==> src/rtl/reg_file_pkg.sv <==
// Shared sizing constants for the MIPS general-purpose register file.
// Imported by reg_file and reg_en_word.
package reg_file_pkg;

  localparam int RF_DATA_W = 32;
  localparam int RF_ADDR_W = 5;
  localparam int RF_NREGS  = 32;

  // Architectural zero register index
  localparam logic [RF_ADDR_W-1:0] REG_ZERO = 5'd0;

endpackage

==> src/rtl/reg_file_reg_en_word.sv <==
// One register-file storage row: a DATA_W register with write enable
// and asynchronous active-high clear.
module reg_en_word
  import reg_file_pkg::*;
#(
  parameter int DATA_W = RF_DATA_W
) (
  input  logic              clk_i,
  input  logic              rst_i,
  input  logic              en_i,
  input  logic [DATA_W-1:0] d_i,
  output logic [DATA_W-1:0] q_o
);

  logic [DATA_W-1:0] word_q;
  logic [DATA_W-1:0] word_d;

  always_comb begin
    word_d = word_q;
    if (en_i) begin
      word_d = d_i;
    end
  end

  always_ff @(posedge clk_i or posedge rst_i) begin
    if (rst_i) begin
      word_q <= '0;
    end else begin
      word_q <= word_d;
    end
  end

  assign q_o = word_q;

endmodule

==> src/rtl/reg_file.sv <==
// 32x32 MIPS register file: two combinational read ports, one clocked write
// port, $0 hardwired to zero. Define REGFILE_BYPASS_EN for write-to-read forwarding.
module reg_file
  import reg_file_pkg::*;
#(
  parameter int DATA_W = RF_DATA_W,
  parameter int ADDR_W = RF_ADDR_W,
  parameter int NREGS  = RF_NREGS
) (
  input  logic              clk,
  input  logic              reset,
  input  logic              wr_en,
  input  logic [ADDR_W-1:0] wr_addr,
  input  logic [DATA_W-1:0] wr_data,
  input  logic [ADDR_W-1:0] rs_addr,
  input  logic [ADDR_W-1:0] rt_addr,
  output logic [DATA_W-1:0] rs_data,
  output logic [DATA_W-1:0] rt_data
);

  logic [DATA_W-1:0] words [NREGS];
  logic [NREGS-1:1]  wr_sel;

  // One-hot write decode; entry 0 has no storage, so it is never selected
  always_comb begin
    wr_sel = '0;
    for (int i = 1; i < NREGS; i++) begin
      wr_sel[i] = wr_en && (wr_addr == ADDR_W'(i));
    end
  end

  assign words[0] = '0;

  for (genvar g = 1; g < NREGS; g++) begin : g_row
    reg_en_word #(
      .DATA_W (DATA_W)
    ) u_row (
      .clk_i (clk),
      .rst_i (reset),
      .en_i  (wr_sel[g]),
      .d_i   (wr_data),
      .q_o   (words[g])
    );
  end

`ifdef REGFILE_BYPASS_EN
  logic wr_live;
  logic rs_fwd;
  logic rt_fwd;

  assign wr_live = wr_en && !reset && (wr_addr != ADDR_W'(REG_ZERO));
  assign rs_fwd  = wr_live && (rs_addr == wr_addr);
  assign rt_fwd  = wr_live && (rt_addr == wr_addr);

  assign rs_data = rs_fwd ? wr_data : words[rs_addr];
  assign rt_data = rt_fwd ? wr_data : words[rt_addr];
`else
  assign rs_data = words[rs_addr];
  assign rt_data = words[rt_addr];
`endif

endmodule

==> config.mk <==
export PLATFORM = sky130hd
export DESIGN_NAME = reg_file
export DESIGN_NICKNAME = d
export VERILOG_FILES = /design/src/rtl/reg_file_pkg.sv /design/src/rtl/reg_file_reg_en_word.sv /design/src/rtl/reg_file.sv
export SDC_FILE = /design/constraint.sdc
export NUM_CORES = 2
export LEC_CHECK = 0
export ABC_AREA = 1
export ABC_CLOCK_PERIOD_IN_PS = 31100
export CORE_MARGIN = 1
export CORE_UTILIZATION = 51
export CTS_CLUSTER_DIAMETER = 40
export DETAILED_ROUTE_END_ITERATION = 10
export HOLD_SLACK_MARGIN = 0.1
export PLACE_DENSITY = 0.75
export RECOVER_POWER = 50
export SLEW_MARGIN = 20
export SYNTH_ARGS = -nofsm -noshare
export SYNTH_HDL_FRONTEND = slang
export SYNTH_SLANG_ARGS = --single-unit
==> constraint.sdc <==
create_clock -name clk -period 31.1 [get_ports clk]
set_clock_uncertainty 0.1 [all_clocks]
set_input_delay 4.665 -clock clk [delete_from_list [all_inputs] [get_ports clk]]
set_output_delay 4.665 -clock clk [all_outputs]
set_load 0.05 [all_outputs]
==> results.toml <==
[power_and_ir_drop]
powerDensity_mw_per_mm2 = 67.99
switching_share_pct = 32.59
pwr-share-clk_pct = 40.0
ir_drop_v = 0.00007477
finalPower_mw = 4.194
p_leak_nw = 30.17
internal_power_mw = 2.827
combPwrFrac_pct = 19.8
seqPwrFrac_pct = 40.3
p_sw_mw = 1.367

[synth]
yosys.area_share.simple_pct = 34.70
yosysWarnings = 0
synthXorXnorAreaFrac_pct = 0
synth_compound_area_share_pct = 11.15
synth-seq-area-share_pct = 44.33
synth_top_family_by_area = "simple AND/OR/NAND/NOR gates"
yosys.area.top_type = "dfrtp_1"
synth_cells = 8314
synth-seq-cells = 992
netlist.area_leader.share_pct = 44.33
syn_avg_cell_area_um2 = 6.735
synth_nets = 8364
synth.area.top_cells = "dfrtp_1 44%, nand2_1 20%, nand3_1 14%, o21ai_0 8.6%, inv_1 4.8%"
synth_fa_ha_area_share_pct = 0
synth_cell_types = 17
synth_mux_area_share_pct = 0
synth_area_mm2 = 0.05599

[timing]
fin_crit_ps = 19660
setup_viol = 0
tightest_slew_ps = 8932
rsz0062_at_grt = "false"
slew_headroom_pct = -495.5
setup-tns-final_ps = 0
hold_viol_final = 0
maxSlewViolCount = 2144
finalCritPeriodShare_pct = 63.22
clock.fmax_mhz = 50.86

[clock_tree]
clockRootBuffer = "clkbuf_16"
cts_buffer_depth = 3
h-tree-depth = 4
path_clk_slew_ps = 50
clkSinkCount = 992
cts_hold_buf = 0
cts_resized = 0
numCtsBuffers = 145
cts_setup_buffers = 0
clock_latency_ps = 760
cts_tree = "built"

[run]
drv_cap = 32

[floorplanning]
die_width_um = 333.4
core_area_mm2 = 0.1089
initial_core_util_pct = 51.44
num_io_pins = 114
die_h_um = 333.4
die_area_mm2 = 0.1111
placementRows = 121

[global_route]
grtUsageTotal_pct = 37.29
overflow = 0
antenna_found_initial = 6
grt_pass1_vias = 54200
grt_pass1_wl_um = 321000
grt_start_max_net_pins = 185

[drt]
wirelength_um = 209900
drc = 0
wl_per_cell_um = 22.15
via_per_inst = 6.136
firstDrtPassIters = 10
initialDrtViolationCount = 8346
vias = 58140
ant_nets = 0

[place]
gp_congestion = 0.8850
io_buffer_count = 113
dp_hpwl_um = 103700

[cells_and_area]
utilization_pct = 56.66
nNetsFinal = 7992
final-seq-area_mm2 = 0.02482
largest_reg_flops = 992
final_cell_mix = "2935 x nand2_1, 1539 x nand3_1, 992 x dfrtp_1"
syn_to_final_growth_pct = 10.15
drive_above_1_share_pct = 4.108
multi_input_area_mm2 = 0.02577
layout_commonest_cell = "nand2_1"
nFillCells = 10160

[critical_path]
crit_type = "in -> async"
required_ps = 29710
crit_arrival_ps = 18270
cp_max_fo = 167
startpoint_type = "input port"
critPathCaptureType = "asynchronous set/reset pin"

[worst_hold_path]
min_path_type = "reg -> reg"

[run_status]
status = "finished with violations"
violations = "capacitance limit, slew limit"
==> final cells by class <==
class                   instances  share of cell area (%)
diodes                          3                 0.01217
clock buffers                 178                   6.445
clock inverters                84                   1.538
inverters                     726                   4.489
multi-input cells            5905                   41.78
flip-flops and latches        992                   40.25
well taps                    1414                   2.868
repair buffers                172                   2.625
==> metrics by stage <==
stage / instance area, um2 / hold slack (ps) / worst slack [ps] / cells
after floorplan: 56000 / 353.0 / 12670 / 8314
after global placement: 57000 / 365.6 / 16470 / 9209
after detailed placement: 57000 / 372.4 / 16450 / 9209
after CTS: 61920 / 384.4 / 16440 / 9471
after global routing: 61670 / 392.9 / 8760 / 9471
final: 61680 / 376.5 / 11440 / 9474
==> synth_stat cells <==
cell type	n
a21oi_1	256
buf_1	60
buf_2	139
buf_4	1
clkbuf_1	491
clkinv_1	1
dfrtp_1	992
inv_1	720
inv_2	5
nand2_1	2941
nand3_1	1542
nor2_1	169
nor2_2	3
nor4_2	1
o21ai_0	960
o21ai_1	32
or2_1	1
==> layer usage <==
| layer | vias up | track usage [%] | wire, um |
|---|---|---|---|
| met3 | 1004 | 10.61 | 31000 |
| met1 | 26880 | 48.76 | 77740 |
| met5 | - | 0 | 80 |
| met4 | 12 | 21.85 | 13370 |
| li1 | 25840 | - | - |
| met2 | 4410 | 55.10 | 87690 |
==> cells by family after synthesis <==
| group | count (synthesis) |
|---|---|
| compound gates | 1248 |
| flops | 992 |
| simple gates | 4657 |
| buf+inv | 1417 |
==> path summary, 6_finish.rpt <==
check,slack (ps),to,from,cells past startpoint
hold / removal,380,g_row[11].u_row.q_o[10],g_row[11].u_row.q_o[10],2
min in group asynchronous,7910,g_row[11].u_row.q_o[23],reset,3
setup / recovery,11440,g_row[8].u_row.q_o[18],reset,4
max in group clk,16040,rt_data[25],rt_addr[0],12
hold reg to reg,380,g_row[11].u_row.q_o[10],g_row[11].u_row.q_o[10],2
setup reg to reg,30000,g_row[19].u_row.q_o[16],g_row[19].u_row.q_o[16],2
==> critical path: stages <==
cell           delay (ps)
dlygate4sd3_1         570
clkinvlp_4             70
clkbuf_1             6160
clkbuf_1             6540
==> power by group through the flow <==
stage          clock [mW]  sequential (mW)  combinational, mW
5_1_grt              1.74             1.72              0.934
6_report             1.68             1.69              0.828
3_5_place_dp            0             1.70              0.808
3_3_place_gp            0             1.69              0.782
2_1_floorplan           0             1.67              0.612
4_1_cts              1.68             1.68              0.813
Power figures use the tool's default switching activity.
